[src/rtl/i2c_pkg.sv]
// Shared types for the read-only I2C slave: SDA drive select
// and the sequencing FSM state encoding.
package i2c_pkg;

  typedef enum logic [1:0] {
    SDA_IDLE = 2'b00,
    SDA_ACK  = 2'b01,
    SDA_NACK = 2'b10,
    SDA_TX   = 2'b11
  } sda_mode_t;

  typedef enum logic [3:0] {
    IDLE,
    RX_ADDR,
    ADDR_CHK,
    ACK_ADDR,
    NACK_ADDR,
    LOAD,
    TX_BYTE,
    ACK_WAIT,
    ACK_CHK,
    ACK_END,
    HOLD
  } ctrl_state_t;

endpackage

[src/rtl/i2c_slave_ctrl.sv]
// Sequencing FSM for the read-only I2C slave: address check,
// ACK/NACK drive, TX FIFO pops and per-transaction byte count.
module i2c_slave_ctrl
  import i2c_pkg::*;
#(
  parameter logic [6:0] SLAVE_ADDR = 7'b1111000,
  parameter int         CNT_W      = 8
) (
  input  logic             clk,
  input  logic             n_rst,
  input  logic             start_found,
  input  logic             stop_found,
  input  logic             byte_received,
  input  logic [7:0]       rx_data,
  input  logic             ack_prep,
  input  logic             check_ack,
  input  logic             ack_done,
  input  logic             sda_in,
  input  logic             fifo_empty,
  output logic             rx_enable,
  output logic             tx_enable,
  output logic             load_data,
  output logic             read_enable,
  output sda_mode_t        sda_mode,
  output logic             underrun,
  output logic [CNT_W-1:0] tx_count
);

  ctrl_state_t      state_q, state_d;
  logic [CNT_W-1:0] cnt_q, cnt_d;
  logic             cont_q, cont_d;
  logic             slot_q, slot_d;
  logic             match;

  assign match = (rx_data[7:1] == SLAVE_ADDR) && rx_data[0];

  always_comb begin
    state_d = state_q;
    cnt_d   = cnt_q;
    cont_d  = cont_q;
    slot_d  = slot_q;
    unique case (state_q)
      IDLE: ;
      RX_ADDR: begin
        if (byte_received) state_d = ADDR_CHK;
      end
      ADDR_CHK: begin
        slot_d  = 1'b0;
        state_d = match ? ACK_ADDR : NACK_ADDR;
      end
      ACK_ADDR, NACK_ADDR: begin
        // slot_q marks that the ACK slot is open on the bus
        if (ack_prep) slot_d = 1'b1;
        if (slot_q && ack_done) begin
          slot_d  = 1'b0;
          state_d = (state_q == ACK_ADDR) ? LOAD : HOLD;
        end
      end
      LOAD: state_d = TX_BYTE;
      TX_BYTE: begin
        if (ack_prep) state_d = ACK_WAIT;
      end
      ACK_WAIT: begin
        if (check_ack) state_d = ACK_CHK;
      end
      ACK_CHK: begin
        cont_d  = ~sda_in;
        state_d = ACK_END;
        if (cnt_q != '1) cnt_d = cnt_q + CNT_W'(1);
      end
      ACK_END: begin
        if (ack_done) state_d = cont_q ? LOAD : HOLD;
      end
      HOLD: ;
      default: state_d = IDLE;
    endcase
    if (stop_found) begin
      state_d = IDLE;
      slot_d  = 1'b0;
    end else if (start_found) begin
      state_d = RX_ADDR;
      cnt_d   = '0;
      slot_d  = 1'b0;
    end
  end

  always_ff @(posedge clk or negedge n_rst) begin
    if (!n_rst) begin
      state_q <= IDLE;
      cnt_q   <= '0;
      cont_q  <= 1'b0;
      slot_q  <= 1'b0;
    end else begin
      state_q <= state_d;
      cnt_q   <= cnt_d;
      cont_q  <= cont_d;
      slot_q  <= slot_d;
    end
  end

  always_comb begin
    rx_enable   = 1'b0;
    tx_enable   = 1'b0;
    load_data   = 1'b0;
    read_enable = 1'b0;
    underrun    = 1'b0;
    sda_mode    = SDA_IDLE;
    unique case (state_q)
      RX_ADDR: rx_enable = 1'b1;
      ACK_ADDR: begin
        if (slot_q) sda_mode = SDA_ACK;
      end
      NACK_ADDR: begin
        if (slot_q) sda_mode = SDA_NACK;
      end
      LOAD: begin
        // a load from an empty FIFO resends the stale head
        load_data   = 1'b1;
        read_enable = ~fifo_empty;
        underrun    = fifo_empty;
      end
      TX_BYTE: begin
        tx_enable = 1'b1;
        sda_mode  = SDA_TX;
      end
      default: ;
    endcase
  end

  assign tx_count = cnt_q;

endmodule

[config.mk]
export PLATFORM = sky130hd
export DESIGN_NAME = i2c_slave_ctrl
export DESIGN_NICKNAME = d
export VERILOG_FILES = /design/src/rtl/i2c_pkg.sv /design/src/rtl/i2c_slave_ctrl.sv
export SDC_FILE = /design/constraint.sdc
export NUM_CORES = 1
export LEC_CHECK = 0
export ABC_AREA = 1
export BUFFER_PORTS_ARGS = -buffer_cell sky130_fd_sc_hd__buf_4
export CORE_ASPECT_RATIO = 0.9
export CORE_MARGIN = 10
export CORE_UTILIZATION = 45
export CTS_CLUSTER_SIZE = 12
export DETAILED_ROUTE_END_ITERATION = 16
export PLACE_DENSITY = 0.72
export SLEW_MARGIN = 20
export SYNTH_ARGS = -nofsm -noshare
export SYNTH_HDL_FRONTEND = slang
export SYNTH_SLANG_ARGS = --single-unit
[constraint.sdc]
create_clock -name clk -period 3.8 [get_ports clk]
set_clock_uncertainty 0.2 [all_clocks]
set_input_delay 0.38 -clock clk [delete_from_list [all_inputs] [get_ports clk]]
set_output_delay 0.38 -clock clk [all_outputs]
set_load 0.03 [all_outputs]
# Yosys cells after proc, flatten, opt, wreduce, memory -nomap -nowiden
# Cells that the tools add are included.
dict set report word_totals {
  ff_bits 14
  input_bits 18
  output_inout_bits 15
}
dict set report classes {
  add_sub_neg 1
  n_eq_ne 19
  muxes 28
  bitwise_logic 2
  reduce_logical 8
}
# op n
set op_table {}
lappend op_table {{4-bit two-way mux} 9}
lappend op_table {{4-bit one-hot mux with 9 select lines} 1}
lappend op_table {{8-bit two-way mux} 4}
lappend op_table {{4-bit inequality test, second input constant} 5}
lappend op_table {{4-bit by 3-bit == test with 1-bit output, second input constant} 4}
lappend op_table {{4-bit == test, second input constant} 3}
lappend op_table {{1-bit two-way mux} 10}
lappend op_table {{8-bit by 1-bit adder with 8-bit output, second input constant} 1}
lappend op_table {{4-bit by 2-bit == test with 1-bit output, second input constant} 2}
lappend op_table {{8-bit inequality test, second input constant} 1}
lappend op_table {{7-bit == test, second input constant} 1}
lappend op_table {{2-bit one-hot mux with 3 select lines} 1}
lappend op_table {{6-bit AND reduction} 1}
lappend op_table {{5-bit inequality test, second input constant} 1}
lappend op_table {{4-bit by 1-bit == test with 1-bit output, second input constant} 1}
lappend op_table {{4-bit logical NOT} 1}
lappend op_table {{4-bit nonzero test} 1}
lappend op_table {{2-bit OR reduction} 2}
lappend op_table {{3-bit two-way mux} 1}
lappend op_table {{3-bit by 1-bit inequality test with 1-bit output, second input constant} 1}
lappend op_table {{1-bit logical AND} 2}
lappend op_table {{2-bit two-way mux} 1}
lappend op_table {{1-bit NOT} 2}
lappend op_table {{1-bit one-hot mux with 2 select lines} 1}
lappend op_table {{2-bit AND reduction} 1}

# Logic depth before layout (Yosys ltp)
# Gate-level depths: netlist (run 1).
dict set report logic_depth {
  word_depth 6
  depth_mapped 11
  ltp_nobuf 10
}

# Worst setup path after synthesis (run 1)
# No wires, ideal clock.
dict set report synth_path {
  kind {register to output}
  from {register state_q[1]}
  to {output read_enable}
  t_arrival_ns 1.638
  required_ns 3.220
  path_slack_ns 1.582
  path_stages_with_launch 7
  n_path_buf 1
  path_cell_list {dfrtp_1 buf_4 inv_1 nand2_1 nor2_1 inv_1 nor2_1}
}
dict set report synth_via {
  elab_chain_cells 2
}
# item line
set synth_lines {}
lappend synth_lines {{from (decl)} i2c_slave_ctrl.sv:29} ;# ctrl_state_t state_q, state_d;
lappend synth_lines {{from (signal assigned)} i2c_slave_ctrl.sv:94} ;# state_q <= state_d;
lappend synth_lines {{4-bit by 3-bit == test with 1-bit output} i2c_slave_ctrl.sv:108} ;# unique case (state_q)
lappend synth_lines {{1-bit two-way mux} i2c_slave_ctrl.sv:108}
lappend synth_lines {{to (decl)} i2c_slave_ctrl.sv:23} ;# output logic read_enable,
# No other way between the ends.

# Worst setup path in the final report (run 1)
dict set report layout_path {
  from {register state_q[2]}
  to {output sda_mode[0]}
}
dict set report layout_via {
  elab_chain_cells 2
  elab_cells_between_ends 4
  classes_between {eq/ne (3); mux (1)}
}
# item line
set layout_lines {}
lappend layout_lines {{4-bit by 3-bit == test with 1-bit output / 4-bit by 2-bit == test with 1-bit output (equally long branches)} i2c_slave_ctrl.sv:108}
lappend layout_lines {{2-bit one-hot mux with 3 select lines *} i2c_slave_ctrl.sv:108}
lappend layout_lines {{to (decl)} i2c_slave_ctrl.sv:24} ;# output sda_mode_t sda_mode,
# Mark *: on every way between the ends. The rest lies on a longest branch, timed or not.

==> reports/metrics.yaml, run 1 <==
status: "finished, final reports clean"
place_congestion: 0.816
cts-root-buf: "clkbuf_4"
ys_top_cells_by_count: "nand2_1, nor2_1, inv_1"
async_reset_ff_frac: 1.00
cts.reportedPaths.clkPinSlew_ps: 80
synthFlopType: "dfrtp_1"
cts-resized-gates: 0
critPathKind: "register to output pin"
ant_nets: 0
critPathSlowestCell: "dfrtp_1"
hpwlAfterDp_mm: 2.30
power.density_nw_per_um2: 226
vias: 1146
cp_slowest_stage_delay_ps: 440
io_buffer_count: 32
maxSlewViolCount: 0
final_layout_size_suffix_gt1_frac: 0.262
postCtsSetupRepairBufs: 0
initial_core_util: 0.479
synth_nets: 186
required_ps: 3220
route.detailed.drc: 0
cell_internal_pwr_uw: 230
die_w_microns: 71.0
syn_area_per_cell_sq_um: 6.32
synth.most_common_cell: "nand2_1"
core_area_sq_um: 2200
synth-edff-count: 0
arrival_ps: 1510
grt_use_total: 0.117
vdd_drop_max_mv: 0.168
cts_buffers: 3
clockPowerShare: 0.350
cts_max_level: 1
p_sw_uw: 77.0
cap_viol_max_count: 0
hp-start: "sda_in"
grt_overflow: 0
synth_cell_types: 19
p_total_uw: 307
synth_top_area_frac: 0.332
grt_max_degree: 15
r2r-start: "state_q[2]"
cts_sinks: 14
min_period_over_period: 0.551
startpoint: "state_q[2]"
ys_seq_elements: 14
relSlewSlack: 0.808
p_seq_frac: 0.498
via_per_inst: 5.00
ys_warn_count: 0
cp_max_fo: 5
tritoncts: "yes"
crit_path_cell_trace: "nor2_1 > nand3_1 > o21ai_0 > buf_4"
synth_top_cell_by_area: "dfrtp_1"
p_comb_frac: 0.152
antenna_found_initial: 0
clockBufferDepth: 2
setup_viol: 0
wire_per_inst_microns: 11.9
ctsHoldBuffers: 1
power_leakage_nw: 0.780
synth.area.top_cells: "dfrtp_1, nand2_1, nor2_1, inv_1, nand3_1"
grt_pass1_vias: 1067
diodes: 0
die-area_sq_um: 4680
cp-start-kind: "register"
min_period_ps: 2090
tightest_slew_ps: 288
fin_nets: 222
clock.fmax_mhz: 478
syn_area_sq_um: 1050
yosysSeqAreaShare: 0.332
wl_mm: 2.72
r2r_cells: 7
swShare: 0.251
grt_pass1_wl_mm: 4.60
rsz0062_at_grt: "no"
min_path_cells: 2
hold_path.class: "input pin to register"
rrSetupSlack_ps: 2100
report.final.hold_viol_count: 0
ios: 33
cp-end-kind: "output pin"
drt-pass1-iter-count: 4
synth_cells: 167
core.rowCount: 16
syn_to_final_growth_pct: 28.9
drt-initial-drc-count: 42
insertion_delay_ps: 280
die_h_microns: 65.9
fin_setup_tns_ps: 0
[power by group through the flow]
| stage | Combinational [mW] | Clock [mW] | Sequential [mW] |
|---|---|---|---|
| 2_1_floorplan | 0.0267 | 0 | 0.154 |
| 3_3_place_gp | 0.0455 | 0 | 0.156 |
| 3_5_place_dp | 0.0462 | 0 | 0.156 |
| 4_1_cts | 0.0472 | 0.112 | 0.153 |
| 5_1_grt | 0.0531 | 0.118 | 0.153 |
| 6_report | 0.0466 | 0.107 | 0.153 |
[stage by stage]
step                      std cells  hold slack [ps]  cell area (sq um)   util  worst slack (ps)
final                           229             98.4               1360  0.618              1710
after global routing            229              101               1360  0.618              1590
after CTS                       229             95.0               1360  0.618              1740
after detailed placement        224             41.8               1310  0.597              2060
after global placement          224             41.1               1310  0.597              2100
after floorplan                 167             -116               1050      -              1580
[critical path, delay by kind of cell, from the launching register on]
kind / cells / cell delay (ps)
flip-flops: 1 / 440
AO/OA/AOI/OAI: 1 / 190
AND/OR/NAND/NOR: 2 / 430
buffers and inverters: 1 / 190
[placed cells by master, fill, tap and decap left out, drive strengths merged]
master	n
a21oi	5
xnor2	1
inv	28
dlygate4sd3	1
nand3b	1
nand3	17
or2	1
nor2	33
clkbuf	4
buf	32
o21ai	8
nand2	47
nor3	5
nand4	4
ha	1
dfrtp	14
[final timing paths]
path                               endpoint
min in group asynchronous            slot_q
worst max register to register   state_q[1]
worst min register to register  tx_count[0]
worst max-delay path            sda_mode[0]
max in group asynchronous       tx_count[0]
worst min-delay path                 cont_q
[logic make-up after synthesis]
| group | Yosys count | share of synthesized area |
|---|---|---|
| AO/OA/AOI/OAI | 13 | 0.0617 |
| XOR/XNOR | 1 | 0.00831 |
| adder cells (fa/ha/maj) | 1 | 0.0119 |
| buffers and inverters | 30 | 0.114 |
| flip-flops | 14 | 0.332 |
| AND/OR/NAND/NOR | 108 | 0.472 |
[layer usage]
layer | part of all wire | up-vias | GRT usage | wire length (microns)
li1 | - | 596 | - | -
met1 | 0.46 | 508 | 0.141 | 1260
met2 | 0.45 | 38 | 0.186 | 1220
met3 | 0.078 | 4 | 0.0541 | 213
met4 | 0.0088 | 0 | 0.0290 | 24
met5 | 0 | - | 0 | 0
[flip-flops by register name (all words and copies together) (netlist names)]
signal,count
state_q,4
tx_count,8
cont_q,1
slot_q,1
[area by class of cell]
type	count	area, sq um
multi-input cells	123	584
flip-flops and latches	14	350
fillers	211	842
clock buffers	4	36.3
well taps	27	33.8
inverters	28	105
repair buffers	33	250
Note: power is estimated with default switching activity, not from simulation.
==> run 2, diff against run 1 <==
--- a/config.mk
+++ b/config.mk
@@ -12,7 +12,7 @@
 export CORE_UTILIZATION = 45
 export CTS_CLUSTER_SIZE = 12
 export DETAILED_ROUTE_END_ITERATION = 16
-export PLACE_DENSITY = 0.72
+export PLACE_DENSITY = 0.75
 export SLEW_MARGIN = 20
 export SYNTH_ARGS = -nofsm -noshare
 export SYNTH_HDL_FRONTEND = slang
==> constraint.sdc (replaced) <==
create_clock -name clk -period 1.87 [get_ports clk]
set_clock_uncertainty 0.2 [all_clocks]
set_input_delay 0.187 -clock clk [delete_from_list [all_inputs] [get_ports clk]]
set_output_delay 0.187 -clock clk [all_outputs]
set_load 0.03 [all_outputs]
==> run 2 against run 1 <==
Setup slack lost 1600 ps. Highest routed layer unchanged. Hold slack worse by 65 ps. Cell area increased by 7.0%. Utilization up 4.3 points. Clock-buffer cell count did not move. Wire length rose by 9.3%. Combinational power is 130% higher. Sequential share of layout area is 1.3 points lower. Largest power group unchanged. First-iteration DRC count rose by 60%.
==> reports/metrics.yaml, run 2 (synthesized netlist as in run 1, its figures left out) <==
cp-end-kind: "output pin"
vdd_drop_max_mv: 0.386  # +130%
die-area_sq_um: 4680  # unchanged
cts_sinks: 14  # unchanged
final_cells: 237  # +3.5%
wl_mm: 2.97  # +9.3%
power.density_nw_per_um2: 435  # +93%
cts_max_level: 1  # unchanged
cp_slowest_stage_delay_ps: 480  # +40 ps
hpwlAfterDp_mm: 2.34  # +1.5%
min_period_ps: 1780
tightest_slew_ps: 259  # -28.7 ps
required_ps: 1480  # -1740 ps
syn_to_final_growth_pct: 38.0
report.final.hold_viol_count: 0  # unchanged
ant_nets: 0  # unchanged
grt_overflow: 0  # unchanged
antenna_found_initial: 0  # unchanged
die_w_microns: 71.0  # unchanged
wire_per_inst_microns: 12.5  # +5.6%
arrival_ps: 1390  # -120 ps
critPathKind: "register to output pin"
mostFrequentLayoutCell: "nand2_1"
core_area_sq_um: 2200  # unchanged
core.rowCount: 16  # unchanged
relSlewSlack: 0.827  # +0.0185
dp.cells: 224  # unchanged
critPathSlowestCell: "dfrtp_2"
power_leakage_nw: 0.818  # +4.9%
place_ws_ps: 191  # -1870 ps
setup_viol: 0  # unchanged
layout_common_cells: "nand2_1, buf_4, nor2_1"
cts_buffers: 3  # unchanged
post-route-util: 0.661  # +0.0432
hold_path.class: "input pin to register"
min_path_cells: 4  # +2
clock.fmax_mhz: 562
r2r_cells: 8  # +1
io_buffer_count: 32  # unchanged
crit_path_cell_trace: "nor2_2 > nand2_1 > o21ai_0 > buf_4"
p_total_uw: 633  # +110%
postLayoutCellArea_sq_um: 1460  # +7.0%
setup_slack_ps: 90.4  # -1620 ps
cts-root-buf: "clkbuf_4"
min_period_over_period: 0.952
grt_pass1_vias: 1143  # +7.1%
largest_register_ffs: 8  # unchanged
fin_setup_tns_ps: 0  # unchanged
final_layout_size_suffix_gt1_frac: 0.310  # +0.0471
drt-initial-drc-count: 67  # +60%
maxSlewViolCount: 0  # unchanged
fin_nets: 230  # +3.6%
drt-pass1-iter-count: 4  # unchanged
rsz0062_at_grt: "yes"
ios: 33  # unchanged
insertion_delay_ps: 280  # about the same
diodes: 0  # unchanged
vias: 1181  # +3.1%
tritoncts: "yes"
route.detailed.drc: 0  # unchanged
grt_use_total: 0.124  # +0.00644
cp-start-kind: "register"
clockBufferDepth: 2  # unchanged
via_per_inst: 4.98  # -0.42%
cts.reportedPaths.clkPinSlew_ps: 80  # about the same
grt_pass1_wl_mm: 5.00  # +8.9%
status: "finished, final reports clean"
grt_max_degree: 15  # unchanged
initial_core_util: 0.479  # unchanged
cp_max_fo: 9  # +4
cap_viol_max_count: 0  # unchanged
holdWs_ps: 33.5  # -65.0 ps
die_h_microns: 65.9  # unchanged
place_congestion: 0.948  # +16%
dpl-instance-area_sq_um: 1320  # +0.19%
run 2: timing repair:
item,CTS,global route
setup endpoints to repair,1,5
hold endpoints to repair,16,0
gates resized for setup,1,8
hold buffers,5,0
gates cloned,0,0
setup buffers,0,4
pin swaps,0,1
run 2: worst max-delay path, delay by kind of cell (launching register included):
| family | cells | cell delay [ps] |
|---|---|---|
| flops | 1 | 480 |
| simple gates | 2 | 290 |
| buf+inv | 1 | 180 |
| compound gates | 1 | 160 |
run 2: layer usage:
metal	vias to the layer above	GRT usage	part of all wire
li1	613	-	-
met1	530	0.142	0.42
met2	32	0.218	0.50
met3	6	0.0495	0.061
met4	0	0.0145	0.015
met5	-	0	0
run 2: cell type report:
class,instances,area (sq um)
fill,217,747
multi-input combinational,123,604
sequential,14,355
timing repair buffer,41,320
inverter,28,105
clock buffer,4,36.3
tap,27,33.8
run 2: path summary, 6_finish.rpt:
path                             start          end  slack, ps
hold reg to reg            tx_count[0]  tx_count[0]        310
max in group asynchronous        n_rst   state_q[2]       1210
setup / recovery            state_q[0]  sda_mode[1]         90
hold / removal              stop_found   state_q[0]         30
min in group asynchronous        n_rst  tx_count[6]         80
setup reg to reg            state_q[1]   state_q[3]        190
run 2: where the power goes:
part,switching [mW],internal [mW]
logic,0.0542,0.0507
clock network,0.0983,0.119
registers,0.00573,0.306
==> run 3, diff against run 2 <==
--- a/config.mk
+++ b/config.mk
@@ -12,7 +12,7 @@
 export CORE_UTILIZATION = 45
 export CTS_CLUSTER_SIZE = 12
 export DETAILED_ROUTE_END_ITERATION = 16
-export PLACE_DENSITY = 0.75
+export PLACE_DENSITY = 0.79
 export SLEW_MARGIN = 20
 export SYNTH_ARGS = -nofsm -noshare
 export SYNTH_HDL_FRONTEND = slang
==> run 3 against run 2 <==
Non-clock buffer count stayed put. Register-to-register slack hardly changed. Via count is 0.59% higher. First-iteration DRC count is 39% lower. Combinational power hardly changed. Utilization is 0.85 points lower. Setup slack worse by 34 ps. Total power is 6.5% lower. Wire length is 3.6% higher. Final cell count is 0.42% lower.
==> reports/metrics.yaml, run 3 (synthesized netlist as in run 1, its figures left out) <==
vias: 1188  # +0.59%
diodes: 0  # unchanged
insertion_delay_ps: 280  # about the same
report.final.hold_viol_count: 0  # unchanged
route.detailed.drc: 0  # unchanged
clock.fmax_mhz: 551  # -1.9%
die_h_microns: 65.9  # unchanged
core.rowCount: 16  # unchanged
core_area_sq_um: 2200  # unchanged
required_ps: 1480  # about the same
power.density_nw_per_um2: 412  # -5.3%
ff_latch_area_sq_um: 355  # unchanged
final_layout_size_suffix_gt1_frac: 0.301  # -0.00809
fillerInstances: 196  # -9.7%
grt_use_total: 0.126  # +0.00266
layout_common_cells: "nand2_1, buf_4, nor2_1"
clockBufferDepth: 2  # unchanged
die_w_microns: 71.0  # unchanged
via_per_inst: 5.03  # +1.0%
grt_pass1_wl_mm: 5.05  # +0.96%
maxSlewViolCount: 0  # unchanged
hold_path.class: "input pin to register"
status: "finished, final reports clean"
cts_sinks: 14  # unchanged
cts_max_level: 1  # unchanged
wl_mm: 3.08  # +3.6%
syn_to_final_growth_pct: 36.2
drt-initial-drc-count: 41  # -39%
cts_buffers: 3  # unchanged
final_cells: 236  # -0.42%
p_total_uw: 592  # -6.5%
initial_core_util: 0.479  # unchanged
fin_setup_tns_ps: 0  # unchanged
dp.cells: 224  # unchanged
rrSetupSlack_ps: 180  # about the same
vdd_drop_max_mv: 0.502  # +30%
setup_viol: 0  # unchanged
cts-root-buf: "clkbuf_4"
holdWs_ps: 34.6  # +1.14 ps
largest_register_ffs: 8  # unchanged
grt_max_degree: 15  # unchanged
min_period_over_period: 0.970  # +0.0184
die-area_sq_um: 4680  # unchanged
grt_overflow: 0  # unchanged
cp-start-kind: "register"
io_buffer_count: 32  # unchanged
wire_per_inst_microns: 13.0  # +4.0%
antenna_found_initial: 0  # unchanged
power_leakage_nw: 0.811  # -0.88%
hpwlAfterDp_mm: 2.45  # +4.9%
cp-end-kind: "output pin"
place_congestion: 0.915  # -3.5%
cp_max_fo: 8  # -1
grt_pass1_vias: 1134  # -0.79%
ios: 33  # unchanged
arrival_ps: 1430  # +40 ps
drt-pass1-iter-count: 4  # unchanged
tightest_slew_ps: 242  # -16.6 ps
min_period_ps: 1810  # +34.5 ps
fin_nets: 230  # unchanged
relSlewSlack: 0.838  # +0.0115
critPathKind: "register to output pin"
tritoncts: "yes"
cap_viol_max_count: 0  # unchanged
mostFrequentLayoutCell: "nand2_1"
cts.reportedPaths.clkPinSlew_ps: 80  # about the same
ant_nets: 0  # unchanged
multi_input_area_sq_um: 599  # -0.83%
## run 3: cell types whose count changed in the layout (fill, tap and decap cells not counted)
cell      change
inv_2         +1
inv_1         -1
o21ai_1       +2
nand2_2       -2
o21ai_0       -2
clkbuf_8      -1
nand2_1       +2
## run 3: layout make-up
class	count	area share
tap	27	0.0235
inverter	28	0.0732
clock buffer	3	0.0157
sequential	14	0.247
timing repair buffer	41	0.223
multi-input combinational	123	0.417
## run 3: worst max-delay path: stages (launching register included)
cell     delay, ps
dfrtp_2        490
inv_2           80
nand2_1         90
nor2_2         170
inv_1           70
nor2_1          90
buf_4          170
## run 3: through the flow
step | util | area [sq um] | setup WS, ps
after floorplan | - | 1060 | 21.5
after global placement | 0.598 | 1320 | 222
after detailed placement | 0.598 | 1320 | 97.8
after CTS | 0.635 | 1400 | 13.3
after global routing | 0.652 | 1440 | -0.518
final | 0.652 | 1440 | 56.0
## run 3: path summary, 6_finish.rpt
check / start / endpoint / depth (start not counted)
worst max-delay path: state_q[1] / read_enable / 6
worst min-delay path: stop_found / state_q[1] / 4
worst max register to register: state_q[1] / state_q[2] / 9
worst min register to register: cont_q / cont_q / 2
max in group asynchronous: n_rst / state_q[3] / 2
min in group asynchronous: n_rst / tx_count[4] / 2
## run 3: report_power, final
part	switching [mW]	internal (mW)
clock network	0.0988	0.0747
registers	0.00683	0.306
logic	0.0545	0.0516
## run 3: routing by layer
layer,vias up,global-route usage,part of all wire
li1,604,-,-
met1,552,0.138,0.41
met2,30,0.228,0.52
met3,2,0.0465,0.062
met4,0,0.0290,0.0036
met5,-,0,0
## run 3: what timing repair did
item / 4_1_cts / 5_1_grt
hold endpoints to repair: 16 / 0
pin swaps: 0 / 1
resized for setup: 3 / 7
setup buffers: 0 / 4
setup endpoints to repair: 1 / 5
hold buffers: 5 / 0
